File: config.mk
export PLATFORM = sky130hd
export DESIGN_NAME = int_ack_ctrl_flat
export DESIGN_NICKNAME = d
export VERILOG_FILES = /design/src/rtl/int_ack_ctrl_if.sv /design/src/rtl/int_ack_ctrl.sv /design/src/flat_wrapper.sv
export SDC_FILE = /design/constraint.sdc
export NUM_CORES = 1
export LEC_CHECK = 0
export CELL_PAD_IN_SITES_DETAIL_PLACEMENT = 1
export CELL_PAD_IN_SITES_GLOBAL_PLACEMENT = 2
export CORE_MARGIN = 1
export CORE_UTILIZATION = 27
export CTS_BUF_LIST = sky130_fd_sc_hd__clkbuf_8 sky130_fd_sc_hd__clkbuf_16
export DETAILED_ROUTE_END_ITERATION = 10
export HOLD_SLACK_MARGIN = 0.15
export PLACE_DENSITY_LB_ADDON = 0.1
export SLEW_MARGIN = 20
export SYNTH_ARGS = -nofsm -noshare
export SYNTH_HDL_FRONTEND = slang
export SYNTH_SLANG_ARGS = --single-unit
File: constraint.sdc
create_clock -name clk -period 8.1 [get_ports clk]
set_input_delay 1.62 -clock clk [delete_from_list [all_inputs] [get_ports clk]]
set_output_delay 1.62 -clock clk [all_outputs]
set_load 0.05 [all_outputs]
File: src/rtl/int_ack_ctrl_if.sv
// Bus bundle between the M-stage store/load path and the interrupt ack controller.
//   addr   : byte address (bits [1:0] ignored by the slave)
//   wdata  : store data
//   byteen : byte enables, nonzero means write
//   rdata  : combinational read data from the slave
//   hit    : combinational address match from the slave
interface int_ack_ctrl_if;
   logic [31:0] addr;
   logic [31:0] wdata;
   logic [3:0]  byteen;
   logic [31:0] rdata;
   logic        hit;

   modport master (output addr, output wdata, output byteen, input rdata, input hit);
   modport slave  (input addr, input wdata, input byteen, output rdata, output hit);
endinterface

File: src/rtl/int_ack_ctrl.sv
// Interrupt source controller: samples the external interrupt line, holds a
// pending flag, drives irq to CP0, and exposes ACK / CTRL / COUNT registers.
//   clk       : system clock
//   reset     : synchronous active-high reset
//   interrupt : external request line (changes on negedge clk)
//   bus       : slave side of the register bus (addr/wdata/byteen/rdata/hit)
//   irq       : registered interrupt request to CP0 (HWInt)
module int_ack_ctrl #(
   parameter logic [31:0] BASE_ADDR = 32'h00007F20,
   parameter logic [1:0]  CTRL_RST  = 2'b01
) (
   input  logic           clk,
   input  logic           reset,
   input  logic           interrupt,
   int_ack_ctrl_if.slave  bus,
   output logic           irq
);

   localparam int unsigned DW = 32;
   localparam logic [29:0] ACK_W  = BASE_ADDR[31:2];
   localparam logic [29:0] CTRL_W = ACK_W + 30'd1;
   localparam logic [29:0] CNT_W  = ACK_W + 30'd2;

   typedef enum logic [1:0] {
      IDLE    = 2'd0,
      PENDING = 2'd1,
      ACKED   = 2'd2
   } state_t;

   state_t          state, state_nxt;
   logic [1:0]      ctrl, ctrl_nxt;
   logic [DW-1:0]   count, count_nxt, count_base;
   logic            int_q;
   logic            irq_nxt;

   logic            sel_ack, sel_ctrl, sel_cnt;
   logic            wr, trigger, accept;
   logic            enable, mode;
   logic            pending;
   logic            unused_addr_lo;

   // Byte-enable merge of a store into an existing 32-bit register.
   function automatic logic [31:0] merge_be(input logic [31:0] old_v,
                                            input logic [31:0] new_v,
                                            input logic [3:0]  be);
      logic [31:0] r;
      r = old_v;
      for (int i = 0; i < 4; i++) begin
         if (be[i]) r[8*i +: 8] = new_v[8*i +: 8];
      end
      return r;
   endfunction

   // Word-address decode; the low two address bits do not take part.
   assign unused_addr_lo = ^bus.addr[1:0];
   assign sel_ack  = (bus.addr[31:2] == ACK_W);
   assign sel_ctrl = (bus.addr[31:2] == CTRL_W);
   assign sel_cnt  = (bus.addr[31:2] == CNT_W);
   assign bus.hit  = sel_ack | sel_ctrl | sel_cnt;
   assign wr       = (|bus.byteen) & bus.hit;

   assign enable  = ctrl[0];
   assign mode    = ctrl[1];
   assign pending = (state == PENDING);
   assign trigger = mode ? (interrupt & ~int_q) : interrupt;

   // Read mux.
   always_comb begin
      bus.rdata = '0;
      if (sel_ack)       bus.rdata = {31'b0, pending};
      else if (sel_ctrl) bus.rdata = {30'b0, ctrl};
      else if (sel_cnt)  bus.rdata = count;
   end

   // Next-state, register writes and irq.
   always_comb begin
      state_nxt  = state;
      ctrl_nxt   = ctrl;
      count_base = count;
      accept     = 1'b0;

      if (wr && sel_ctrl && bus.byteen[0]) ctrl_nxt = bus.wdata[1:0];
      if (wr && sel_cnt) count_base = merge_be(count, bus.wdata, bus.byteen);

      case (state)
         IDLE: begin
            if (trigger && enable) begin
               accept    = 1'b1;
               state_nxt = PENDING;
            end
         end
         PENDING: begin
            if (wr && sel_ack) begin
               // Level line still high must drop before it can retrigger;
               // in edge mode a coincident new edge is accepted right away.
               if (!mode && interrupt) begin
                  state_nxt = ACKED;
               end else if (trigger && enable) begin
                  accept    = 1'b1;
                  state_nxt = PENDING;
               end else begin
                  state_nxt = IDLE;
               end
            end
         end
         ACKED: begin
            if (!interrupt) state_nxt = IDLE;
         end
         default: state_nxt = IDLE;
      endcase

      count_nxt = count_base + DW'(accept);
      irq_nxt   = (state_nxt == PENDING) & ctrl_nxt[0];
   end

   // State and register storage.
   always_ff @(posedge clk) begin
      if (reset) begin
         state <= IDLE;
         ctrl  <= CTRL_RST;
         count <= '0;
         int_q <= 1'b0;
         irq   <= 1'b0;
      end else begin
         state <= state_nxt;
         ctrl  <= ctrl_nxt;
         count <= count_nxt;
         int_q <= interrupt;
         irq   <= irq_nxt;
      end
   end

endmodule

File: src/flat_wrapper.sv
// flat-port wrapper written by rule: the top's interface ports become plain ports
module int_ack_ctrl_flat 
#(
   parameter logic [31:0] BASE_ADDR = 32'h00007F20,
   parameter logic [1:0]  CTRL_RST  = 2'b01
)
  (clk, reset, interrupt, irq, bus_addr, bus_wdata, bus_byteen, bus_rdata, bus_hit);
  int_ack_ctrl_if bus_i ();
  input  logic clk;
  input  logic reset;
  input  logic interrupt;
  output logic irq;
  input wire logic [$bits(bus_i.addr)-1:0] bus_addr;
  input wire logic [$bits(bus_i.wdata)-1:0] bus_wdata;
  input wire logic [$bits(bus_i.byteen)-1:0] bus_byteen;
  output wire logic [$bits(bus_i.rdata)-1:0] bus_rdata;
  output wire logic [$bits(bus_i.hit)-1:0] bus_hit;
  assign bus_i.addr = bus_addr;
  assign bus_i.wdata = bus_wdata;
  assign bus_i.byteen = bus_byteen;
  assign bus_rdata = bus_i.rdata;
  assign bus_hit = bus_i.hit;
  int_ack_ctrl #(.BASE_ADDR(BASE_ADDR), .CTRL_RST(CTRL_RST)) u_core (.clk(clk), .reset(reset), .interrupt(interrupt), .bus(bus_i), .irq(irq));
endmodule
Word-level counts from Yosys, hierarchy flattened
Index checks and enable logic that the tools add are counted.

cells by class
  bitwise gates (word level) = 6
  multiplexer cells = 20
  add/sub/neg operators = 1
  reduce and logical (&&, ||, !) cells = 9
  equal/unequal tests = 6

operator list
  operator                                                                  number
  32-bit 2-to-1 mux                                                         4
  30-bit by 13-bit equality test with 1-bit output (second input constant)  3
  32-bit by 1-bit adder with 32-bit output                                  1
  8-bit 2-to-1 mux                                                          4
  2-bit 2-to-1 mux                                                          4
  1-bit logical AND                                                         6
  1-bit 2-to-1 mux                                                          6
  2-bit case mux with 3 select lines                                        1
  2-bit by 1-bit equality test with 1-bit output (second input constant)    2
  4-bit OR reduction                                                        1
  1-bit AND                                                                 3
  2-bit equality test (second input constant)                               1
  2-bit zero test                                                           1
  1-bit bitwise OR                                                          2
  1-bit case mux with 2 select lines                                        1
  1-bit zero test                                                           1
  1-bit inverter                                                            1

storage, ports and cells
  word-level logic and storage cells = 48
  bits in registers = 38
  output and inout port bits = 34
  input port bits = 71

Longest topological paths before layout
Gate-level depths: netlist (run 1).

  depth in word-level cells = 10
  mapped depth = 18
  mapped depth without buffers = 16

Worst setup path after synthesis (run 1)
Ideal clock, no wire load.

  path type = input port to output port
  start point = in bus_addr[20]
  end point = out bus_rdata[0]
  cell stages on the path = 5
  required time = 6.480 ns
  path buffers = 1
  slack = 2.622 ns
  data arrival time = 3.858 ns
  cells stage by stage = nor4_1 and4_1 buf_2 nand3b_1 o21ai_0

on the way
  cells in the longest elaborated chain, start to end = 4
  elaborated cells on any way between the ends = 6
  classes of those cells = 3 x eq/ne; 3 x mux

RTL lines
  item                                              RTL line            text
  start, declared                                   flat_wrapper.sv:13  input wire logic [$bits(bus_i.addr)-1:0] bus_addr;
  30-bit by 13-bit equality test with 1-bit output  int_ack_ctrl.sv:58  assign sel_cnt = (bus.addr[31:2] == CNT_W);
  32-bit 2-to-1 mux                                 int_ack_ctrl.sv:72  else if (sel_cnt) bus.rdata = count;
  32-bit 2-to-1 mux                                 int_ack_ctrl.sv:71  else if (sel_ctrl) bus.rdata = {30'b0, ctrl};
  32-bit 2-to-1 mux *                               int_ack_ctrl.sv:70  if (sel_ack) bus.rdata = {31'b0, pending};
  end, declared                                     flat_wrapper.sv:16  output wire logic [$bits(bus_i.rdata)-1:0] bus_rdata;

Mark *: on every way between the ends. The rest lies on a longest branch, timed or not.

Worst setup path after layout (run 1)
  start point = in bus_addr[2]
  end point = out bus_rdata[8]

Same word-level chain as after synthesis.

==> results of run 1 <==
## registers in the layout (all words and copies together), names as in the netlist
register	cells
u_core.count	32
u_core.ctrl	2
u_core.int_q	1
u_core.irq	1
u_core.state	2
## cell usage after synthesis (all sizes together), types with 3 or more instances
master and number:
and3 46, nand2 40, dfxtp 38, nor2 32
mux2i 28, nand3 25, nand4 24, xnor2 14
clkbuf 13, a21oi 10, mux2 10, nor3 10
o21ai 10, nor3b 7, buf 6, nor2b 6
nor4 6, xor2 6, a211oi 4, and4 4
a31oi 3, inv 3, nand2b 3, or2 3
## stage by stage
stage          worst slack (ns)   util  hold slack [ns]  instances
2_1_floorplan              2.62      -            0.474        377
3_3_place_gp               1.46  0.394            0.519        603
3_5_place_dp               1.41  0.394            0.524        603
4_1_cts                    1.53  0.401            0.539        610
5_1_grt                    1.27  0.401            0.595        610
6_report                   1.67  0.401            0.531        610
## cell usage in the layout, fill, tap and decap left out, drive strengths merged, types with 4 or more instances in the layout
| cell type | Yosys | routed |
|---|---|---|
| clkdlybuf4s50 | 0 | 102 |
| and3 | 46 | 46 |
| nand2 | 40 | 40 |
| dfxtp | 38 | 38 |
| nor2 | 32 | 32 |
| mux2i | 28 | 28 |
| nand3 | 25 | 25 |
| nand4 | 24 | 24 |
| xnor2 | 14 | 14 |
| mux2 | 10 | 10 |
| a21oi | 10 | 10 |
| nor3 | 10 | 10 |
| o21ai | 10 | 10 |
| nor3b | 7 | 7 |
| buf | 6 | 7 |
| nor2b | 6 | 6 |
| xor2 | 6 | 6 |
| nor4 | 6 | 6 |
| inv | 3 | 5 |
| clkbuf | 13 | 5 |
| and4 | 4 | 4 |
| a211oi | 4 | 4 |
## area by class of cell
type	instances	area (um^2)
Multi-Input combinational cell	317	2070
Timing Repair Buffer	109	1070
Fill cell	1271	6210
Inverter	3	11.3
Clock buffer	5	68.8
Clock inverter	2	7.51
Tap cell	136	170
Sequential cell	38	761
## cells by family after synthesis
kind of cell	after synthesis	synth area share
AND/OR/NAND/NOR	217	0.413
buffers and inverters	22	0.0309
multiplexers	38	0.138
adder cells (fa/ha/maj)	2	0.00859
flip-flops	38	0.261
XOR/XNOR	20	0.0602
AO/OA/AOI/OAI	40	0.0885
## power breakdown
group	leakage (nW)	switching, W	internal [W]
clock	0.0466	0.0000709	0.0000570
sequential	0.307	0.00000162	0.000189
combinational	1.39	0.0000232	0.0000373
total	1.74	0.0000958	0.000283
## final timing paths
check / end / cells past startpoint / slack [ns] / from
setup / recovery: bus_rdata[8] / 6 / 1.67 / bus_addr[2]
hold / removal: u_core.state[0] / 1 / 0.53 / u_core.state[1]
setup reg to reg: u_core.count[30] / 12 / 4.80 / u_core.ctrl[1]
hold reg to reg: u_core.state[0] / 1 / 0.53 / u_core.state[1]
## per-layer routing
| layer | GRT usage | vias up | share of wire |
|---|---|---|---|
| met5 | 0 | - | 0 |
| met4 | 0.0327 | 0 | 0.0041 |
| met3 | 0.0210 | 4 | 0.036 |
| met2 | 0.310 | 79 | 0.46 |
| met1 | 0.256 | 1516 | 0.50 |
| li1 | - | 1580 | - |
==> impl_metrics.toml, run 1 <==
[status]
run_status = "complete, no violations"

[clock_network]
clk_pin_slew_ns = 0.08
clockBufferDepth = 2
root_buffer = "clkbuf_8"
cts_num_sinks = 38
postCtsSetupBuffers = 0
cts_hold_buf = 0
ctsResizeCount = 0
cts_inserted_buffers = 5
cts_max_level = 2
cts_tree = "built"
clk_latency_ns = 0.29

[power_and_ir_drop]
total_power_w = 0.000379
power.static_leakage_nw = 1.74
power_density_mw_per_mm2 = 91.1
ir_drop_v = 0.0000602

[critical_path]
critPathBufInv = 3
crit_type = "in2out"
cp_max_fo = 19
crit_chain = "clkdlybuf4s50_1 > or4bb_1 > nor4_4 > buf_4 > and3_1 > clkdlybuf4s50_1"
critPathArrivalTime_ns = 4.81
crit_required_ns = 6.48
crit_path_start_kind = "input pin"
slowest_stage = "clkdlybuf4s50_1"
critPathTopFamily = "buffers and inverters"
cp_common_cell = "clkdlybuf4s50_1"
end_kind = "output pin"
cpPeakStageDelay_ns = 0.80

[timing]
rsz0062_at_grt = "no"
tns_ns = 0
slew_headroom = 0.401
setup-violations-final = 0
min_period_ns = 6.43
fin_crit_sh = 0.794
slew_violations = 0
worstMarginPinSlew_ns = 0.892
finClkSkew_ns = 0.00938
hold_viol = 0
fmax_mhz = 155

[placed_design]
portBuffers = 102
gp_congestion = 0.771
dpl_cell_area_mm2 = 0.00409
dp_hpwl_mm = 7.64

[synthesis]
synth_edf_count = 0
synthTopCellsByArea = "dfxtp_1 (26%), and3_1 (9.9%), mux2i_1 (8.9%)"
syn-cell-area_mm2 = 0.00291
synth_nets = 450
ys_seq_area_frac = 0.261
synth_top_area_frac = 0.261
yosys_warnings = 0
synth_ff_type = "dfxtp_1"
ys_types = 49
syn_area_per_cell_um2 = 7.72
ys_ff_latch = 38
async_reset_ff_frac = 0
yosysTopAreaCell = "dfxtp_1"
synth_cells = 377

[die]
ioPinCount = 105
chipHeight_um = 106
core_mm2 = 0.0104
die_area_mm2 = 0.0112
rows = 37
start_util = 0.281
die_w_um = 106

[route]
ant_nets = 0
dr_total_vias = 3179
first_pass_iters = 4
drtIter0Drc = 105
wl_per_cell_um = 16.6
wl_mm = 10.1
drc = 0
post_drt_via_cell_ratio = 5.21

[min_path]
hp-class = "reg2reg"

[grt]
grt_pass1_vias = 3337
gr-total-overflow = 0
grt_pass1_wl_mm = 16.7
antenna_found_initial = 0
grtUsageTotal = 0.185
grt_max_degree = 42

[finish]
layout.nets = 547
drive_above_1_share = 0.0654
design_area_mm2 = 0.00416
syn_to_final_growth_pct = 42.9
insertedDiodeCount = 0

[flow_run]
drv_cap = 0
No activity file was read; power rests on OpenSTA's default activity.
==> inputs of run 2 (changes only) <==
--- a/config.mk
+++ b/config.mk
@@ -8,7 +8,7 @@
 export CELL_PAD_IN_SITES_DETAIL_PLACEMENT = 1
 export CELL_PAD_IN_SITES_GLOBAL_PLACEMENT = 2
 export CORE_MARGIN = 1
-export CORE_UTILIZATION = 27
+export CORE_UTILIZATION = 22
 export CTS_BUF_LIST = sky130_fd_sc_hd__clkbuf_8 sky130_fd_sc_hd__clkbuf_16
 export DETAILED_ROUTE_END_ITERATION = 10
 export HOLD_SLACK_MARGIN = 0.15
==> constraint.sdc (replaced) <==
create_clock -name clk -period 5.4 [get_ports clk]
set_input_delay 1.08 -clock clk [delete_from_list [all_inputs] [get_ports clk]]
set_output_delay 1.08 -clock clk [all_outputs]
set_load 0.05 [all_outputs]
==> impl_metrics.toml, run 2 (synthesis gave the netlist of run 1 again) <==
[power_and_ir_drop]
power.switching_w = 0.000169
swShare = 0.214
power.static_leakage_nw = 2.01
ir_drop_v = 0.000144
seq_power_share = 0.364
comb_power_share = 0.119
power_frac_clock = 0.517
internal_power_w = 0.000618
power_density_mw_per_mm2 = 166

[critical_path]
crit_path_start_kind = "input pin"
end_kind = "register"
crit_type = "in2reg"
crit_required_ns = 5.64
critPathArrivalTime_ns = 5.23
cp_max_fo = 9

[die]
ioPinCount = 105
chipHeight_um = 117
die_area_mm2 = 0.0137
rows = 41
die_w_um = 117
start_util = 0.228
core_mm2 = 0.0128

[finish]
most-common-layout-cells = "clkdlybuf4s50_1 (68), and3_1 (46), nand2_1 (40)"
drive_above_1_share = 0.166
final_util = 0.372
fill_cells = 1488
final_common_cell = "clkdlybuf4s50_1"
syn_to_final_growth_pct = 63.2
largest-register = "u_core.count"
layout.nets = 560
largest_register_ffs = 32
insertedDiodeCount = 0
largest_registers = "u_core.count: 32 flops, u_core.ctrl: 2 flops, u_core.state: 2 flops"

[grt]
grt_pass1_wl_mm = 17.7
met2_usage = 0.285
grt_pass1_vias = 3361
grtUsageTotal = 0.170
met3_usage = 0.0324
gr-total-overflow = 0
grt_max_degree = 40
top_usage_layer = "met2"
antenna_found_initial = 0
grt_util_met1 = 0.225

[min_path]
hp-class = "reg2reg"

[clock_network]
cts_tree = "built"
cts_max_level = 2
clockBufferDepth = 2
cts_hold_buf = 0
ctsResizeCount = 0
cts_num_sinks = 38
root_buffer = "clkbuf_16"
postCtsSetupBuffers = 0
clk_pin_slew_ns = 0.06
cts_inserted_buffers = 5
clk_latency_ns = 0.29

[timing]
worstMarginPinSlew_ns = 0.883
slew_violations = 0
setup-violations-final = 0
rsz0062_at_grt = "no"
min_period_ns = 4.99
hold_viol = 0
fmax_mhz = 201
tns_ns = 0
finClkSkew_ns = 0.00575
slew_headroom = 0.407
fin_crit_sh = 0.923

[route]
dr_total_vias = 3254
first_pass_iters = 4
post_drt_via_cell_ratio = 4.93
wl_mm = 11.1
wl_per_cell_um = 16.8
ant_nets = 0
drtIter0Drc = 118
drc = 0

[placed_design]
dp_hpwl_mm = 8.52
portBuffers = 102
gp_congestion = 0.775

[status]
run_status = "complete, no violations"

[flow_run]
drv_cap = 0
-- run 2: changes by cell type in the layout (fill, tap and decap cells not counted) --
cell | before | now
clkbuf_16 | 0 | 5
buf_4 | 7 | 20
clkdlybuf4s50_1 | 102 | 68
buf_2 | 0 | 1
inv_1 | 5 | 3
clkbuf_8 | 5 | 1
bufinv_16 | 0 | 2
buf_12 | 0 | 33
-- run 2: power groups by stage --
stage	clock [W]	sequential, W	combinational (W)
after floorplan	0	0.000294	0.0000223
after global placement	0	0.000292	0.0000928
after detailed placement	0	0.000292	0.0000943
after CTS	0.000419	0.000286	0.0000948
after global routing	0.000429	0.000286	0.000101
final	0.000407	0.000286	0.0000936
-- run 2: final cells by class --
cell class	count	area, um^2	share of cell area
multi-input cells	317	2070	0.435
clock buffers	6	139	0.0292
clock inverters	2	60.1	0.0126
well taps	172	215	0.0453
repair buffers	122	1500	0.315
inverters	3	11.3	0.00237
flip-flops and latches	38	761	0.160
-- run 2: stage by stage --
stage	cell area (um^2)	instances	setup slack, ns	hold slack, ns	power (W)
floorplan	2910	377	0.729	0.474	0.000316
global placement	4560	652	0.116	0.521	0.000385
detailed placement	4560	652	0.0991	0.525	0.000387
CTS	4760	660	0.367	0.536	0.000800
global route	4750	660	0.126	0.570	0.000816
finish	4750	660	0.415	0.548	0.000787
-- run 2: final timing paths --
kind	start	endpoint	slack [ns]	cells past startpoint
hold / removal	u_core.state[1]	u_core.state[0]	0.55	1
setup reg to reg	u_core.ctrl[1]	u_core.count[20]	2.64	14
setup / recovery	bus_addr[15]	u_core.count[20]	0.41	19
hold reg to reg	u_core.state[1]	u_core.state[0]	0.55	1
-- run 2: per-layer routing --
layer  wire [um]  share of wire
met5           0              0
met3         495          0.045
met1        5400           0.49
met4         109         0.0098
met2        5080           0.46
-- run 2: critical path, cell delays in order --
cell,delay [ns]
clkdlybuf4s50_1,0.40
or4b_4,0.59
nor4_4,0.30
nand3b_1,0.12
or3_1,0.41
inv_1,0.07
nand2_1,0.05
a211oi_1,0.30
ha_1,0.26
ha_1,0.23
nand2_1,0.09
nor3_1,0.22
o21ai_1,0.12
a22oi_1,0.18
buf_4,0.17
buf_4,0.17
nand4_1,0.11
mux2_2,0.29
nand2_1,0.06
==> inputs of run 3 (changes only) <==
--- a/config.mk
+++ b/config.mk
@@ -7,12 +7,13 @@
 export LEC_CHECK = 0
 export CELL_PAD_IN_SITES_DETAIL_PLACEMENT = 1
 export CELL_PAD_IN_SITES_GLOBAL_PLACEMENT = 2
+export CORE_ASPECT_RATIO = 1.5
 export CORE_MARGIN = 1
 export CORE_UTILIZATION = 22
 export CTS_BUF_LIST = sky130_fd_sc_hd__clkbuf_8 sky130_fd_sc_hd__clkbuf_16
 export DETAILED_ROUTE_END_ITERATION = 10
 export HOLD_SLACK_MARGIN = 0.15
-export PLACE_DENSITY_LB_ADDON = 0.1
+export PLACE_DENSITY = 0.73
 export SLEW_MARGIN = 20
 export SYNTH_ARGS = -nofsm -noshare
 export SYNTH_HDL_FRONTEND = slang
==> impl_metrics.toml, run 3 (synthesis gave the netlist of run 1 again) <==
[grt]
grt_max_degree = 42
grtUsageTotal = 0.166
grt_pass1_wl_mm = 17.4
grt_pass1_vias = 3503
antenna_found_initial = 0
gr-total-overflow = 0

[clock_network]
clockBufferDepth = 2
cts_hold_buf = 0
root_buffer = "clkbuf_16"
cts_tree = "built"
ctsResizeCount = 0
cts_num_sinks = 38
postCtsSetupBuffers = 0
cts_max_level = 2
clk_pin_slew_ns = 0.06
clk_latency_ns = 0.29
cts_inserted_buffers = 5

[critical_path]
r2r_end = "u_core.count[30]"
r2r_start = "u_core.ctrl[1]"
cp_max_fo = 5
crit_type = "in2reg"
end_kind = "register"
critPathArrivalTime_ns = 5.23
crit_required_ns = 5.61
crit_path_start_kind = "input pin"
reg2reg_slack_ns = 2.59
r2r_cells = 12

[finish]
design_area_mm2 = 0.00467
final_common_cell = "clkdlybuf4s50_1"
most-common-layout-cells = "clkdlybuf4s50_1 (69), and3_1 (46), nand2_1 (40)"
layout.nets = 557
insertedDiodeCount = 0
largest_registers = "u_core.count: 32 flops, u_core.ctrl: 2 flops, u_core.state: 2 flops"
largest_register_ffs = 32
fill_cells = 1528
final_util = 0.361
syn_to_final_growth_pct = 60.5
drive_above_1_share = 0.159
largest-register = "u_core.count"

[timing]
slew_violations = 0
worstMarginPinSlew_ns = 0.825
fmax_mhz = 199
rsz0062_at_grt = "no"
fin_crit_sh = 0.929
hold_viol = 0
slew_headroom = 0.446
min_period_ns = 5.01
finClkSkew_ns = 0.00515
setup-violations-final = 0

[placed_design]
portBuffers = 102
dpl_cell_area_mm2 = 0.00452
dp_hpwl_mm = 8.45
gp_congestion = 0.790

[status]
run_status = "complete, no violations"

[route]
dr_total_vias = 3273
drc = 0
wl_per_cell_um = 16.8
drtIter0Drc = 108
first_pass_iters = 4
ant_nets = 0
wl_mm = 10.8
post_drt_via_cell_ratio = 5.08

[power_and_ir_drop]
power_frac_clock = 0.443
seq_power_share = 0.419
ir_drop_v = 0.000107
power.static_leakage_nw = 1.98
comb_power_share = 0.138
power.switching_w = 0.000161
internal_power_w = 0.000522
power_density_mw_per_mm2 = 146
swShare = 0.236

[die]
chipHeight_um = 143
start_util = 0.225
ioPinCount = 105
die_area_mm2 = 0.0137
rows = 51
die_w_um = 95.9
core_mm2 = 0.0130

[min_path]
hp-class = "reg2reg"
hold_path_depth = 1
hold_start = "u_core.state[1]"
hold_end = "u_core.state[0]"

[flow_run]
drv_cap = 0
[run 3: worst max-delay path by stage]
stage	start	to	depth (start not counted)
global placement	bus_addr[15]	u_core.count[30]	17
finish	bus_addr[15]	u_core.count[30]	17
detailed placement	bus_addr[15]	u_core.count[30]	17
global route	bus_addr[15]	u_core.count[30]	17
CTS	bus_addr[15]	u_core.count[30]	17
floorplan	bus_addr[20]	u_core.count[28]	18
[run 3: power groups by stage]
stage	sequential, W	clock [W]	combinational (W)
final	0.000286	0.000303	0.0000944
after global routing	0.000286	0.000322	0.000102
after CTS	0.000286	0.000312	0.0000958
after detailed placement	0.000292	0	0.0000952
after global placement	0.000292	0	0.0000942
after floorplan	0.000294	0	0.0000223
[run 3: area by class of cell]
class	instances	area [um^2]	area share
Multi-Input combinational cell	317	2070	0.444
Timing Repair Buffer	119	1480	0.317
Sequential cell	38	761	0.163
Inverter	3	11.3	0.00241
Clock buffer	6	139	0.0297
Tap cell	159	199	0.0426
Clock inverter	2	8.76	0.00187
[run 3: per-stage QoR]
step	setup WS [ns]	hold WS [ns]	power, W	std cells	setup TNS (ns)
6_report	0.385	0.537	0.000684	644	0
5_1_grt	0.0622	0.586	0.000710	644	0
4_1_cts	0.213	0.547	0.000694	644	0
3_5_place_dp	-0.0778	0.536	0.000388	636	-0.0778
3_3_place_gp	0.00854	0.523	0.000386	636	0
2_1_floorplan	0.729	0.474	0.000316	377	0
[run 3: per-layer routing]
| layer | vias to the layer above | global-route usage | wire [um] |
|---|---|---|---|
| met3 | 8 | 0.0186 | 321 |
| met4 | 0 | 0.0495 | 143 |
| met1 | 1588 | 0.183 | 4390 |
| met5 | - | 0 | 0 |
| li1 | 1604 | - | - |
| met2 | 73 | 0.321 | 5990 |
[run 3: critical path, cell delays in order]
cell	delay [ns]
clkdlybuf4s50_1	0.40
or4b_4	0.59
nor4_4	0.30
nand3b_1	0.12
or3_1	0.40
inv_1	0.08
nand2_1	0.05
a211oi_1	0.29
ha_1	0.23
ha_1	0.29
nand2_1	0.08
nor2_1	0.15
nand4_1	0.16
a22oi_2	0.28
nand3_1	0.19
or3_1	0.39
a21oi_1	0.14
